## config.mk

```make
export PLATFORM = sky130hd
export DESIGN_NAME = vr_control_flat
export DESIGN_NICKNAME = d
export VERILOG_FILES = /design/src/rtl/vr_control.sv /design/src/rtl/vr_control_if.sv /design/src/flat_wrapper.sv
export SDC_FILE = /design/constraint.sdc
export NUM_CORES = 1
export LEC_CHECK = 0
export BUFFER_PORTS_ARGS = -buffer_cell sky130_fd_sc_hd__buf_2
export CORE_AREA = 8 8 45 47
export DETAILED_ROUTE_END_ITERATION = 7
export DIE_AREA = 0 0 53 55
export SYNTH_ARGS = -nofsm -noshare
export SYNTH_HDL_FRONTEND = slang
export SYNTH_SLANG_ARGS = --single-unit
```

## constraint.sdc

```tcl
create_clock -name clk -period 2.8 [get_ports clk]
set_input_delay 0.28 -clock clk [delete_from_list [all_inputs] [get_ports clk]]
set_output_delay 0.28 -clock clk [all_outputs]
set_load 0.005 [all_outputs]
```

## src/rtl/vr_control.sv

```systemverilog
// VeriRISC instruction sequencer: eight-phase state machine per instruction
// with combinational strobe decode from phase, opcode, zero and halted.
package typedefs;
  typedef enum logic [2:0] {
    HLT = 3'd0,
    SKZ = 3'd1,
    ADD = 3'd2,
    AND = 3'd3,
    XOR = 3'd4,
    LDA = 3'd5,
    STO = 3'd6,
    JMP = 3'd7
  } opcode_t;
endpackage

module vr_control
  import typedefs::*;
#(
  parameter bit STICKY_HALT = 1'b1
) (
  input  logic         clk,
  input  logic         rst,
  vr_control_if.master bus
);

  typedef enum logic [2:0] {
    INST_ADDR  = 3'd0,
    INST_FETCH = 3'd1,
    INST_LOAD  = 3'd2,
    IDLE       = 3'd3,
    OP_ADDR    = 3'd4,
    OP_FETCH   = 3'd5,
    ALU_OP     = 3'd6,
    STORE      = 3'd7
  } state_e;

  state_e  state_q, state_d;
  logic    halted_q, halted_d;
  opcode_t opcode_s;
  logic    aluop_s, hlt_s, skz_s, jmp_s, sto_s;
  logic    mem_rd_s, mem_wr_s, load_ir_s, load_ac_s, load_pc_s, inc_pc_s, data_e_s, halt_s;

  assign opcode_s = opcode_t'(bus.opcode);
  assign aluop_s  = (opcode_s == ADD) || (opcode_s == AND) ||
                    (opcode_s == XOR) || (opcode_s == LDA);
  assign hlt_s    = (opcode_s == HLT);
  assign skz_s    = (opcode_s == SKZ);
  assign jmp_s    = (opcode_s == JMP);
  assign sto_s    = (opcode_s == STO);

  // State and halted flops; reset wins over everything, including a frozen halt.
  always_ff @(posedge clk) begin
    if (rst) begin
      state_q  <= INST_ADDR;
      halted_q <= 1'b0;
    end else begin
      state_q  <= state_d;
      halted_q <= halted_d;
    end
  end

  // Next state: linear walk through the phases, frozen at OP_ADDR on a sticky HLT.
  always_comb begin
    state_d  = state_q;
    halted_d = halted_q;
    if (halted_q) begin
      state_d = state_q;
    end else if (STICKY_HALT && (state_q == OP_ADDR) && hlt_s) begin
      halted_d = 1'b1;
      state_d  = OP_ADDR;
    end else begin
      case (state_q)
        INST_ADDR:  state_d = INST_FETCH;
        INST_FETCH: state_d = INST_LOAD;
        INST_LOAD:  state_d = IDLE;
        IDLE:       state_d = OP_ADDR;
        OP_ADDR:    state_d = OP_FETCH;
        OP_FETCH:   state_d = ALU_OP;
        ALU_OP:     state_d = STORE;
        STORE:      state_d = INST_ADDR;
        default:    state_d = INST_ADDR;
      endcase
    end
  end

  // Strobe decode; a halted sequencer shows only halt regardless of its inputs.
  always_comb begin
    mem_rd_s  = 1'b0;
    mem_wr_s  = 1'b0;
    load_ir_s = 1'b0;
    load_ac_s = 1'b0;
    load_pc_s = 1'b0;
    inc_pc_s  = 1'b0;
    data_e_s  = 1'b0;
    halt_s    = 1'b0;
    if (halted_q) begin
      halt_s = 1'b1;
    end else begin
      case (state_q)
        INST_ADDR: begin
          mem_rd_s = 1'b0;
        end
        INST_FETCH: begin
          mem_rd_s = 1'b1;
        end
        INST_LOAD, IDLE: begin
          mem_rd_s  = 1'b1;
          load_ir_s = 1'b1;
        end
        OP_ADDR: begin
          // A sticky HLT must not advance the PC past the halt instruction.
          inc_pc_s = !(STICKY_HALT && hlt_s);
          halt_s   = hlt_s;
        end
        OP_FETCH: begin
          mem_rd_s = aluop_s;
        end
        ALU_OP: begin
          mem_rd_s  = aluop_s;
          load_ac_s = aluop_s;
          inc_pc_s  = skz_s && bus.zero;
          load_pc_s = jmp_s;
          data_e_s  = sto_s;
        end
        STORE: begin
          mem_rd_s  = aluop_s;
          load_ac_s = aluop_s;
          inc_pc_s  = jmp_s;
          load_pc_s = jmp_s;
          data_e_s  = sto_s;
          mem_wr_s  = sto_s;
        end
        default: begin
          mem_rd_s = 1'b0;
        end
      endcase
    end
  end

  assign bus.mem_rd  = mem_rd_s;
  assign bus.mem_wr  = mem_wr_s;
  assign bus.load_ir = load_ir_s;
  assign bus.load_ac = load_ac_s;
  assign bus.load_pc = load_pc_s;
  assign bus.inc_pc  = inc_pc_s;
  assign bus.data_e  = data_e_s;
  assign bus.halt    = halt_s;
  assign bus.phase   = state_q;

endmodule

```

## src/rtl/vr_control_if.sv

```systemverilog
// Control bus between the VeriRISC sequencer and its datapath.
// The sequencer takes the master side; the datapath or a bench takes the slave side.
interface vr_control_if;
  logic [2:0] opcode;
  logic       zero;
  logic       mem_rd;
  logic       mem_wr;
  logic       load_ir;
  logic       load_ac;
  logic       load_pc;
  logic       inc_pc;
  logic       data_e;
  logic       halt;
  logic [2:0] phase;

  modport master (
    input  opcode, zero,
    output mem_rd, mem_wr, load_ir, load_ac, load_pc, inc_pc, data_e, halt, phase
  );

  modport slave (
    output opcode, zero,
    input  mem_rd, mem_wr, load_ir, load_ac, load_pc, inc_pc, data_e, halt, phase
  );
endinterface

```

## src/flat_wrapper.sv

```systemverilog
// flat-port wrapper written by rule: the top's interface ports become plain ports
module vr_control_flat import typedefs::*;
#(
  parameter bit STICKY_HALT = 1'b1
)
  (clk, rst, bus_opcode, bus_zero, bus_mem_rd, bus_mem_wr, bus_load_ir, bus_load_ac, bus_load_pc, bus_inc_pc, bus_data_e, bus_halt, bus_phase);
  vr_control_if bus_i ();
  input  logic clk;
  input  logic rst;
  input wire logic [$bits(bus_i.opcode)-1:0] bus_opcode;
  input wire logic [$bits(bus_i.zero)-1:0] bus_zero;
  output wire logic [$bits(bus_i.mem_rd)-1:0] bus_mem_rd;
  output wire logic [$bits(bus_i.mem_wr)-1:0] bus_mem_wr;
  output wire logic [$bits(bus_i.load_ir)-1:0] bus_load_ir;
  output wire logic [$bits(bus_i.load_ac)-1:0] bus_load_ac;
  output wire logic [$bits(bus_i.load_pc)-1:0] bus_load_pc;
  output wire logic [$bits(bus_i.inc_pc)-1:0] bus_inc_pc;
  output wire logic [$bits(bus_i.data_e)-1:0] bus_data_e;
  output wire logic [$bits(bus_i.halt)-1:0] bus_halt;
  output wire logic [$bits(bus_i.phase)-1:0] bus_phase;
  assign bus_i.opcode = bus_opcode;
  assign bus_i.zero = bus_zero;
  assign bus_mem_rd = bus_i.mem_rd;
  assign bus_mem_wr = bus_i.mem_wr;
  assign bus_load_ir = bus_i.load_ir;
  assign bus_load_ac = bus_i.load_ac;
  assign bus_load_pc = bus_i.load_pc;
  assign bus_inc_pc = bus_i.inc_pc;
  assign bus_data_e = bus_i.data_e;
  assign bus_halt = bus_i.halt;
  assign bus_phase = bus_i.phase;
  vr_control #(.STICKY_HALT(STICKY_HALT)) u_core (.clk(clk), .rst(rst), .bus(bus_i));
endmodule
```

Yosys cells after proc, flatten, opt, wreduce, memory -nomap -nowiden:

Memory sizes are Yosys's and may differ from the RTL's. A register that Yosys moved wholly into a read port is not among the register bits.
Index checks and enable logic that the tools add are counted.

* add/subtract/negate cells: 0
* multiply operators: 0
* div/mod/pow operators: 0
* order comparisons: 0
* equal/unequal tests: 14
* shifts and indexed selects: 0
* muxes and demuxes: 21
* bitwise gates (word level): 0
* reductions and logical operators: 11

Operators with widths (number)
* 3-bit == test (second input constant): 8
* 1-bit 2-to-1 mux: 16
* 3-bit by 2-bit == test with 1-bit output (second input constant): 4
* 3-bit 2-to-1 mux: 3
* 3-bit by 1-bit == test with 1-bit output (second input constant): 2
* 3-bit OR reduction: 2
* 2-bit OR reduction: 2
* 3-bit logical NOT: 1
* 1-bit logical OR: 3
* 1-bit case mux with 3 select lines: 1
* 1-bit logical AND: 2
* 1-bit case mux with 2 select lines: 1
* 1-bit logical NOT: 1

* register bits: 4
* latch bits: 0
* bits in writable memories: 0
* memory bits (read-only): 24
* bits of input ports: 6
* output and inout port bits: 11
* memories: 1

Memories
* (no name shown): depth 8, width 3, rd ports 1, clocked after memory_dff 1, write ports 0, RTL line vr_control.sv:72 `case (state_q)`

Depth between registers and ports, before layout:

Gate-level depths: netlist of the first run.

* depth in word-level cells: 6
* gate-level depth with buffers: 7
* gate-level depth less buffers: 6

Least setup slack after synthesis of the first run:

Ideal clock, no wire load.

* kind: register -> register
* start point: register u_core.state_q[1] (netlist: u_core.bus.phase[1])
* end point: register with a tool-made name
* library setup time: 0.122 ns
* arrival time: 1.588 ns
* required time: 2.678 ns
* setup slack: 1.090 ns
* cell stages (with the launch flop): 7
* path buffers: 0
* period minus slack after synthesis: 1.710 ns
* cell sequence: dfxtp_1 -> or4b_4 -> o311ai_4 -> a21oi_1 -> ha_1 -> inv_1 -> mux2i_1

RTL lines
* start, declared: RTL line vr_control.sv:37 `state_e state_q, state_d;`
* start signal, assigned: RTL line vr_control.sv:57 `state_q <= state_d;`

Final worst setup path of the first run:

* start point: register u_core.state_q[2] (netlist: u_core.bus.phase[2])
* end point: output port bus_halt

* longest elaborated chain between the ends: 3

Ends and longest elaborated chain
* 3-bit == test: RTL line vr_control.sv:99 `case (state_q)`
* 1-bit 2-to-1 mux: RTL line vr_control.sv:99
* 1-bit 2-to-1 mux: RTL line vr_control.sv:96 `if (halted_q) begin`
* end, declared: RTL line flat_wrapper.sv:19 `output wire logic [$bits(bus_i.halt)-1:0] bus_halt;`

Every way passes these cells.

==> results of run 1 <==
[through the flow]
step | setup slack (ns) | std cells
floorplan | 1.09 | 48
global placement | 1.02 | 78
detailed placement | 0.990 | 78
CTS | 0.821 | 82
global route | 0.694 | 82
finish | 0.856 | 82
[worst register-to-register path, delay by kind of cell, from the launching register on]
kind	cells	cell delay [ns]
adder cells (fa/ha/maj)	1	0.21
multiplexers	1	0.05
buffers and inverters	1	0.05
AND/OR/NAND/NOR	1	0.55
AO/OA/AOI/OAI	2	0.42
flip-flops	1	0.44
[where the power goes]
group	switching, mW	internal (mW)
logic	0.0272	0.0290
clock network	0.0348	0.0542
registers	0.0100	0.110
[kinds of logic after synthesis]
group	share of synthesized area, %
AOI/OAI and AO/OA	28.1
muxes	4.49
DFF	31.5
buffers and inverters	4.49
xor gates and xnor gates	1.97
and+or+nand+nor	23.9
adders and majority gates	5.62
[area by class of cell]
| cell class | count | area, sq um |
|---|---|---|
| Clock buffer | 4 | 26.3 |
| Fill cell | 146 | 821 |
| Timing Repair Buffer | 16 | 80.1 |
| Tap cell | 16 | 20.0 |
| Sequential cell | 7 | 140 |
| Multi-Input combinational cell | 36 | 285 |
| Inverter | 3 | 11.3 |
[layer usage]
layer  up-vias  routed length [um]  GRT usage [%]
li1        214                   -              -
met1       193                 462           9.27
met2        16                 422           11.7
met3         2                 170           2.41
met4         0                   9           7.76
met5         -                   0              0
[worst max path at each step]
stage                             start         to
finish              u_core.bus.phase[2]   bus_halt
global route        u_core.bus.phase[1]   bus_halt
CTS                 u_core.bus.phase[2]   bus_halt
detailed placement  u_core.bus.phase[2]  flip-flop
global placement    u_core.bus.phase[1]  flip-flop
floorplan           u_core.bus.phase[1]  flip-flop
[layout by cell type (no fill, tap or decap), types with 2 or more instances in the layout]
| cell | instances |
|---|---|
| sky130_fd_sc_hd__nand2_1 | 4 |
| sky130_fd_sc_hd__dfxtp_1 | 7 |
| sky130_fd_sc_hd__clkbuf_4 | 3 |
| sky130_fd_sc_hd__a21oi_1 | 5 |
| sky130_fd_sc_hd__ha_1 | 2 |
| sky130_fd_sc_hd__a21o_1 | 2 |
| sky130_fd_sc_hd__nor3_1 | 3 |
| sky130_fd_sc_hd__inv_1 | 3 |
| sky130_fd_sc_hd__nor2_1 | 2 |
| sky130_fd_sc_hd__buf_2 | 16 |
| sky130_fd_sc_hd__mux2i_1 | 2 |
[synth_stat cells (all sizes together)]
| cell | count |
|---|---|
| a211oi | 1 |
| a21o | 2 |
| a21oi | 5 |
| and2 | 1 |
| and4 | 1 |
| buf | 1 |
| clkbuf | 1 |
| dfxtp | 7 |
| ha | 2 |
| inv | 3 |
| mux2i | 2 |
| nand2 | 4 |
| nand3b | 1 |
| nand4bb | 1 |
| nor2 | 2 |
| nor3 | 3 |
| nor3b | 1 |
| o21ai | 1 |
| o21ba | 1 |
| o21bai | 1 |
| o22ai | 1 |
| o311ai | 2 |
| or2 | 1 |
| or3 | 1 |
| or4b | 1 |
| xnor2 | 1 |
==> results.toml, run 1 <==
[floorplanning]
floorplan.rows = 14
die_height_um = 55
start_util_pct = 32.2
design.portCount = 17
die_area_sq_um = 2920
die_w_um = 53
core_region_area_sq_um = 1380

[routing]
detailedRoute.firstIterationViolations = 5
postRouteAntennaNets = 0
detail_route.wl_per_cell_um = 13.0
detailroute.via_count = 425
totalWireLength_um = 1060
post-route-drc-count = 0
drt_pass1_iterations = 4
vias_per_cell = 5.18

[clocking]
h-tree-depth = 1
max-clock-path-buffers = 2
ctsRootBufferMaster = "sky130_fd_sc_hd__clkbuf_4"
cts.sink_count = 7
cts-hold-fix-buffers = 0
worst_skew_pair.late_latency_ns = 0.25
cts_tree = "done"
numCtsBuffers = 3
clk_pin_slew_ns = 0.05
post_cts.resized_instances = 0
cts_setup_buffers = 0

[critical_path]
ff2ff_path_depth = 6
cp-end-kind = "primary output"
critical_path.reg2reg.startpoint = "u_core.bus.phase[2]"
max_stage_delay_ns = 0.55
critical_path.cell_chain = "or4b_4, nor3_1, or2_1, buf_2"
cp_slowest_cell = "sky130_fd_sc_hd__or4b_4"
r2r_slack_ns = 0.98
critical_path_class = "reg -> out"
worst-path-buf-inv = 1
critical_path_required_ns = 2.52
crit_arrival_ns = 1.66
timing.critical_path.depth = 4
critical_path.startpoint_type = "flip-flop"
path_max_fanout = 7
crit_family = "simple AND/OR/NAND/NOR gates"

[global_routing]
grt_use_total_pct = 8.09
grt_overflow_total = 0
grt_first_pass_wirelength_um = 1770
vias_in_the_first_global_route = 402
grt_max_degree = 10
grt_antenna_before_repair = 0

[sta]
hold_viol_final = 0
timing.final.crit_period_ns = 1.94
setup_repair_after_global_routing_missed_its_margin = "false"
final_count_of_negative_setup_slack_endpoints = 0
finalCritPeriodShare_pct = 69.4
finalSetupTns_ns = 0
hold-worst-slack_ns = 0.297
max_slew_margin_pct = 81.2
worst_pin_slew_ns = 0.282
fmax_ghz = 0.515
report.final.slew_viol_count = 0
clock-skew-final_ns = 0.00440

[finish]
layout-area-overhead-vs-synth_pct = 26.4
post_route_cells_drive_above_1_share_pct = 37.9
antenna_cells_inserted = 0
nNetsFinal = 75
finalCoreUtilization_pct = 40.7
post-route-cell-area_sq_um = 563

[placed_design]
gp_congestion = 0.741
placed_cell_area_sq_um = 537
dp_hpwl_um = 827
port_buffers = 16

[job]
maxCapViolations = 0

[logic_synthesis]
yosys-top-cells-area = "sky130_fd_sc_hd__dfxtp_1, sky130_fd_sc_hd__o311ai_4, sky130_fd_sc_hd__a21oi_1, sky130_fd_sc_hd__ha_1, sky130_fd_sc_hd__mux2i_1"
syn-cell-area_sq_um = 445
synth_seq_area_share_pct = 31.5
synth.distinct_cells = 27
synth_nets = 56
syn_avg_cell_area_sq_um = 9.28
yosys_warnings = 0
yosysTopAreaCell = "sky130_fd_sc_hd__dfxtp_1"
synth_top_area_share_pct = 31.5
post_synth_inst_count = 48
synth_seq_cells = 7

[hold_path]
worst_hold_path.endpoint = "u_core.bus.phase[1]"
hold_path_class = "in -> reg"
hold_path_startpoint = "rst"
number_of_cells_on_the_worst_hold_path = 2

[pwr]
cellPowerDensity_nw_per_um2 = 471
p_leak_nw = 0.253
ir_worst_vdd_mv = 0.239
finalPower_mw = 0.265

[run_status]
run_status = "finished, final reports clean"
No activity file was read; power rests on OpenSTA's default activity.
==> run 2, diff against run 1 <==
ABC_AREA = 1   (was unset)
clock period = 1.6 ns   (was 2.8 ns; I/O delays follow)
==> results.toml, run 2 <==
[routing]
detail_route.wl_per_cell_um = 9.75
drt_pass1_iterations = 3
totalWireLength_um = 1030
vias_per_cell = 4.41
detailedRoute.firstIterationViolations = 5
post-route-drc-count = 0
postRouteAntennaNets = 0
detailroute.via_count = 467

[logic_synthesis]
yosys_warnings = 0
synth_seq_area_share_pct = 31.0
post_synth_inst_count = 70
synth_nets = 78
yosysTopAreaCell = "sky130_fd_sc_hd__dfxtp_1"
synth_seq_cells = 7
async_reset_ff_share_pct = 0
syn_avg_cell_area_sq_um = 6.45
netlist_top_cells_count = "sky130_fd_sc_hd__nand2_1, sky130_fd_sc_hd__inv_1, sky130_fd_sc_hd__dfxtp_1, sky130_fd_sc_hd__nor3_1, sky130_fd_sc_hd__a21oi_1"
syn-cell-area_sq_um = 452
synthMostInstantiatedCell = "sky130_fd_sc_hd__nand2_1"
synth_enable_flop_cells = 0
synth_top_area_share_pct = 31.0
yosys-top-cells-area = "sky130_fd_sc_hd__dfxtp_1, sky130_fd_sc_hd__nand2_1, sky130_fd_sc_hd__inv_1, sky130_fd_sc_hd__nor3_1, sky130_fd_sc_hd__a21oi_1"
synth.distinct_cells = 14
synth_flop_cell = "sky130_fd_sc_hd__dfxtp_1"

[finish]
fillers = 156
antenna_cells_inserted = 0
most-common-layout-cells = "sky130_fd_sc_hd__buf_2, sky130_fd_sc_hd__nand2_1, sky130_fd_sc_hd__inv_1, sky130_fd_sc_hd__nor3_1, sky130_fd_sc_hd__dfxtp_1"
post_route_cells_drive_above_1_share_pct = 33.3
layout-area-overhead-vs-synth_pct = 28.0
nNetsFinal = 99
layout_commonest_cell = "sky130_fd_sc_hd__buf_2"

[critical_path]
r2r_slack_ns = 0.16
crit_arrival_ns = 1.29
path_max_fanout = 5
critical_path_required_ns = 1.44
cp-end-kind = "primary output"
critical_path.startpoint_type = "flip-flop"
critical_path_class = "reg -> out"

[global_routing]
global_route.usage.met3_pct = 2.94
groute.layer.met1.usage_pct = 7.47
busiest_layer = "met2"
grt_util_met2_pct = 13.3
grt_first_pass_wirelength_um = 1650
grt_antenna_before_repair = 0
grt_overflow_total = 0
vias_in_the_first_global_route = 425
grt_max_degree = 8
grt_use_total_pct = 7.49

[sta]
finalSetupTns_ns = 0
final.setup.worst_slack_ns = 0.148
final_count_of_negative_setup_slack_endpoints = 0
max_slew_margin_pct = 80.4
worst_pin_slew_ns = 0.293
hold_viol_final = 0
report.final.slew_viol_count = 0
finalCritPeriodShare_pct = 90.7
timing.final.crit_period_ns = 1.45
fmax_ghz = 0.689
setup_repair_after_global_routing_missed_its_margin = "false"
clock-skew-final_ns = 0.00331

[pwr]
ir_worst_vdd_mv = 0.645
cellPowerDensity_nw_per_um2 = 802
p_leak_nw = 0.336

[placed_design]
port_buffers = 16
gp_congestion = 0.850
dp_hpwl_um = 865
dp_worst_setup_slack_ns = 0.159

[floorplanning]
design.portCount = 17
core_region_area_sq_um = 1380
start_util_pct = 32.6
floorplan.rows = 14
die_height_um = 55
die_area_sq_um = 2920
die_w_um = 53

[job]
maxCapViolations = 0

[clocking]
cts_tree = "done"
cts_setup_buffers = 0
cts-hold-fix-buffers = 0
post_cts.resized_instances = 0
numCtsBuffers = 3
h-tree-depth = 1
clk_pin_slew_ns = 0.05
ctsRootBufferMaster = "sky130_fd_sc_hd__clkbuf_4"
worst_skew_pair.late_latency_ns = 0.24
cts.sink_count = 7
max-clock-path-buffers = 2

[run_status]
run_status = "finished, final reports clean"

[hold_path]
hold_path_class = "in -> reg"
==> run 2: cell types whose count changed after synthesis, moves of 3 or more <==
cell                      before  now
sky130_fd_sc_hd__nor2_1        2    5
sky130_fd_sc_hd__nand2_2       0    4
sky130_fd_sc_hd__nand3_1       0    4
sky130_fd_sc_hd__nor3_1        3    7
sky130_fd_sc_hd__nand2_1       4   15
sky130_fd_sc_hd__inv_1         3   13
==> run 2: kinds of logic after synthesis <==
kind of cell / Yosys count / synth area share, %
adder cells (fa/ha/maj): 2 / 5.54
buffers and inverters: 15 / 12.5
AO/OA/AOI/OAI: 6 / 6.65
flip-flops: 7 / 31.0
AND/OR/NAND/NOR: 40 / 44.3
==> run 2: worst paths after layout <==
kind,startpoint,end,cells past startpoint
setup / recovery,u_core.bus.phase[1],bus_inc_pc,7
hold / removal,rst,u_core.bus.phase[1],2
setup reg to reg,u_core.bus.phase[1],flip-flop,10
hold reg to reg,flip-flop,u_core.bus.phase[1],2
==> run 2: worst max-delay path, stage by stage (launching register included) <==
cell and delay, ns:
sky130_fd_sc_hd__dfxtp_1 0.39, sky130_fd_sc_hd__inv_1 0.11, sky130_fd_sc_hd__nor3_1 0.20, sky130_fd_sc_hd__nand3_1 0.09, sky130_fd_sc_hd__nand3_1 0.07, sky130_fd_sc_hd__nand2_1 0.05, sky130_fd_sc_hd__inv_1 0.04, sky130_fd_sc_hd__buf_2 0.10
==> run 2: final cells by class <==
type / instances / area [sq um] / area share (%)
timing repair buffer: 16 / 80.1 / 13.9
tap: 16 / 20.0 / 3.46
sequential: 7 / 140 / 24.2
inverter: 15 / 56.3 / 9.74
multi-input combinational: 48 / 255 / 44.2
clock buffer: 4 / 26.3 / 4.55
==> run 2: through the flow <==
step	total power, mW	std cells	utilization, %	hold WS, ns	area (sq um)
5_1_grt	0.503	106	41.8	0.170	578
3_3_place_gp	0.314	102	39.9	0.413	552
4_1_cts	0.472	106	41.8	0.163	578
2_1_floorplan	0.275	70	-	0.229	452
3_5_place_dp	0.315	102	39.9	0.417	552
6_report	0.464	106	41.8	0.163	578
==> run 2: per-layer routing <==
layer / part of all wire [%] / up-vias
met5: 0 / -
met4: 1.2 / 0
met3: 11 / 2
met2: 45 / 14
met1: 43 / 194
li1: - / 257
==> run 2: power breakdown <==
part | switching, mW | internal [mW]
clock | 0.0595 | 0.0948
combinational | 0.0584 | 0.0428
sequential | 0.0147 | 0.194
==> run 3, diff against run 2 <==
GPL_TIMING_DRIVEN = 0   (was unset)
==> results.toml, run 3 (synthesized netlist as in run 2, its figures left out) <==
[routing]
totalWireLength_um = 991
detailedRoute.firstIterationViolations = 3
detail_route.wl_per_cell_um = 9.35
vias_per_cell = 4.39
postRouteAntennaNets = 0
drt_pass1_iterations = 4
detailroute.via_count = 465
post-route-drc-count = 0

[finish]
antenna_cells_inserted = 0
finish.cell_count_without_fillers = 106
most-common-layout-cells = "sky130_fd_sc_hd__buf_2, sky130_fd_sc_hd__nand2_1, sky130_fd_sc_hd__inv_1, sky130_fd_sc_hd__nor3_1"
layout_commonest_cell = "sky130_fd_sc_hd__buf_2"
layout-area-overhead-vs-synth_pct = 29.6
post_route_cells_drive_above_1_share_pct = 37.8
fillers = 165
nNetsFinal = 99

[pwr]
p_leak_nw = 0.339
power_switching_share_pct = 29.4
power_frac_comb_pct = 21.9
cellPowerDensity_nw_per_um2 = 797
p_switching_mw = 0.137
p_int_mw = 0.330
p_clk_share_pct = 33.2
seqPwrFrac_pct = 44.9
ir_worst_vdd_mv = 0.549

[critical_path]
startpoint_of_the_worst_setup_timing_path = "u_core.halted_q"
cp-end-kind = "primary output"
critical_path.reg2reg.startpoint = "u_core.bus.phase[1]"
path_max_fanout = 7
crit_arrival_ns = 1.25
critical_path.startpoint_type = "flip-flop"
critical_path_required_ns = 1.44
critical_path_class = "reg -> out"

[sta]
timing.final.crit_period_ns = 1.41
fmax_ghz = 0.707
hold_viol_final = 0
setup_repair_after_global_routing_missed_its_margin = "false"
final_count_of_negative_setup_slack_endpoints = 0
max_slew_margin_pct = 81.5
finalCritPeriodShare_pct = 88.4
report.final.slew_viol_count = 0
clock-skew-final_ns = 0.00765
worst_pin_slew_ns = 0.277
finalSetupTns_ns = 0

[floorplanning]
start_util_pct = 32.6
die_height_um = 55
core_region_area_sq_um = 1380
die_area_sq_um = 2920
design.portCount = 17
die_w_um = 53
floorplan.rows = 14

[placed_design]
dp_hpwl_um = 849
gp_congestion = 0.799
port_buffers = 16
dp_cells = 102

[clocking]
ctsRootBufferMaster = "sky130_fd_sc_hd__clkbuf_4"
h-tree-depth = 1
clk_pin_slew_ns = 0.06
cts_tree = "done"
max-clock-path-buffers = 2
numCtsBuffers = 3
cts-hold-fix-buffers = 0
worst_skew_pair.late_latency_ns = 0.25
cts.sink_count = 7

[global_routing]
vias_in_the_first_global_route = 433
grt_overflow_total = 0
grt_antenna_before_repair = 0
grt_max_degree = 8
grt_use_total_pct = 7.66
grt_first_pass_wirelength_um = 1720

[hold_path]
hold_path_class = "in -> reg"
hold_path_startpoint = "rst"

[run_status]
run_status = "finished, final reports clean"

[job]
maxCapViolations = 0
## run 3: path summary, 6_finish.rpt
check	slack (ns)	depth (start not counted)	to
worst max-delay path	0.19	4	bus_mem_wr
worst min-delay path	0.16	2	u_core.bus.phase[0]
worst min register to register	0.46	2	u_core.bus.phase[1]
worst max register to register	0.24	10	flip-flop
## run 3: final cells by class
class | instances | area (sq um) | area share, %
multi-input combinational | 48 | 259 | 44.2
sequential | 7 | 143 | 24.4
timing repair buffer | 16 | 80.1 | 13.7
inverter | 15 | 56.3 | 9.62
clock buffer | 3 | 22.5 | 3.85
tap | 16 | 20.0 | 3.42
clock inverter | 1 | 5.00 | 0.855
## run 3: stage by stage
step	util, %	hold slack [ns]	setup slack, ns	instance area (sq um)	total power, mW
after CTS	41.9	0.143	0.129	579	0.475
after global placement	39.9	0.412	0.163	552	0.313
after global routing	42.3	0.167	0.0209	586	0.499
after floorplan	-	0.229	0.275	452	0.275
final	42.3	0.157	0.186	586	0.467
after detailed placement	39.9	0.414	0.149	552	0.315
## run 3: what timing repair did
item                       in CTS  in global routing
setup endpoints to repair       0                  2
setup buffers                   0                  0
gates resized for setup         0                  3
## run 3: per-layer routing
metal / up-vias / track usage (%) / routed length, um
li1: 256 / - / -
met1: 195 / 8.38 / 427
met2: 12 / 12.3 / 446
met3: 2 / 2.67 / 108
met4: 0 / 5.17 / 9
met5: - / 0 / 0
## run 3: power groups by stage
stage               clock [mW]  sequential (mW)  combinational [mW]
floorplan                    0            0.211              0.0641
global placement             0            0.212               0.101
detailed placement           0            0.212               0.103
CTS                      0.163            0.208               0.104
global route             0.167            0.213               0.119
finish                   0.155            0.210               0.102
## run 3: critical path, stage by stage, from the launching register on
cell and delay [ns]:
sky130_fd_sc_hd__dfxtp_1 0.38, sky130_fd_sc_hd__inv_1 0.13, sky130_fd_sc_hd__nand3_1 0.14, sky130_fd_sc_hd__nor3_1 0.21, sky130_fd_sc_hd__buf_2 0.14
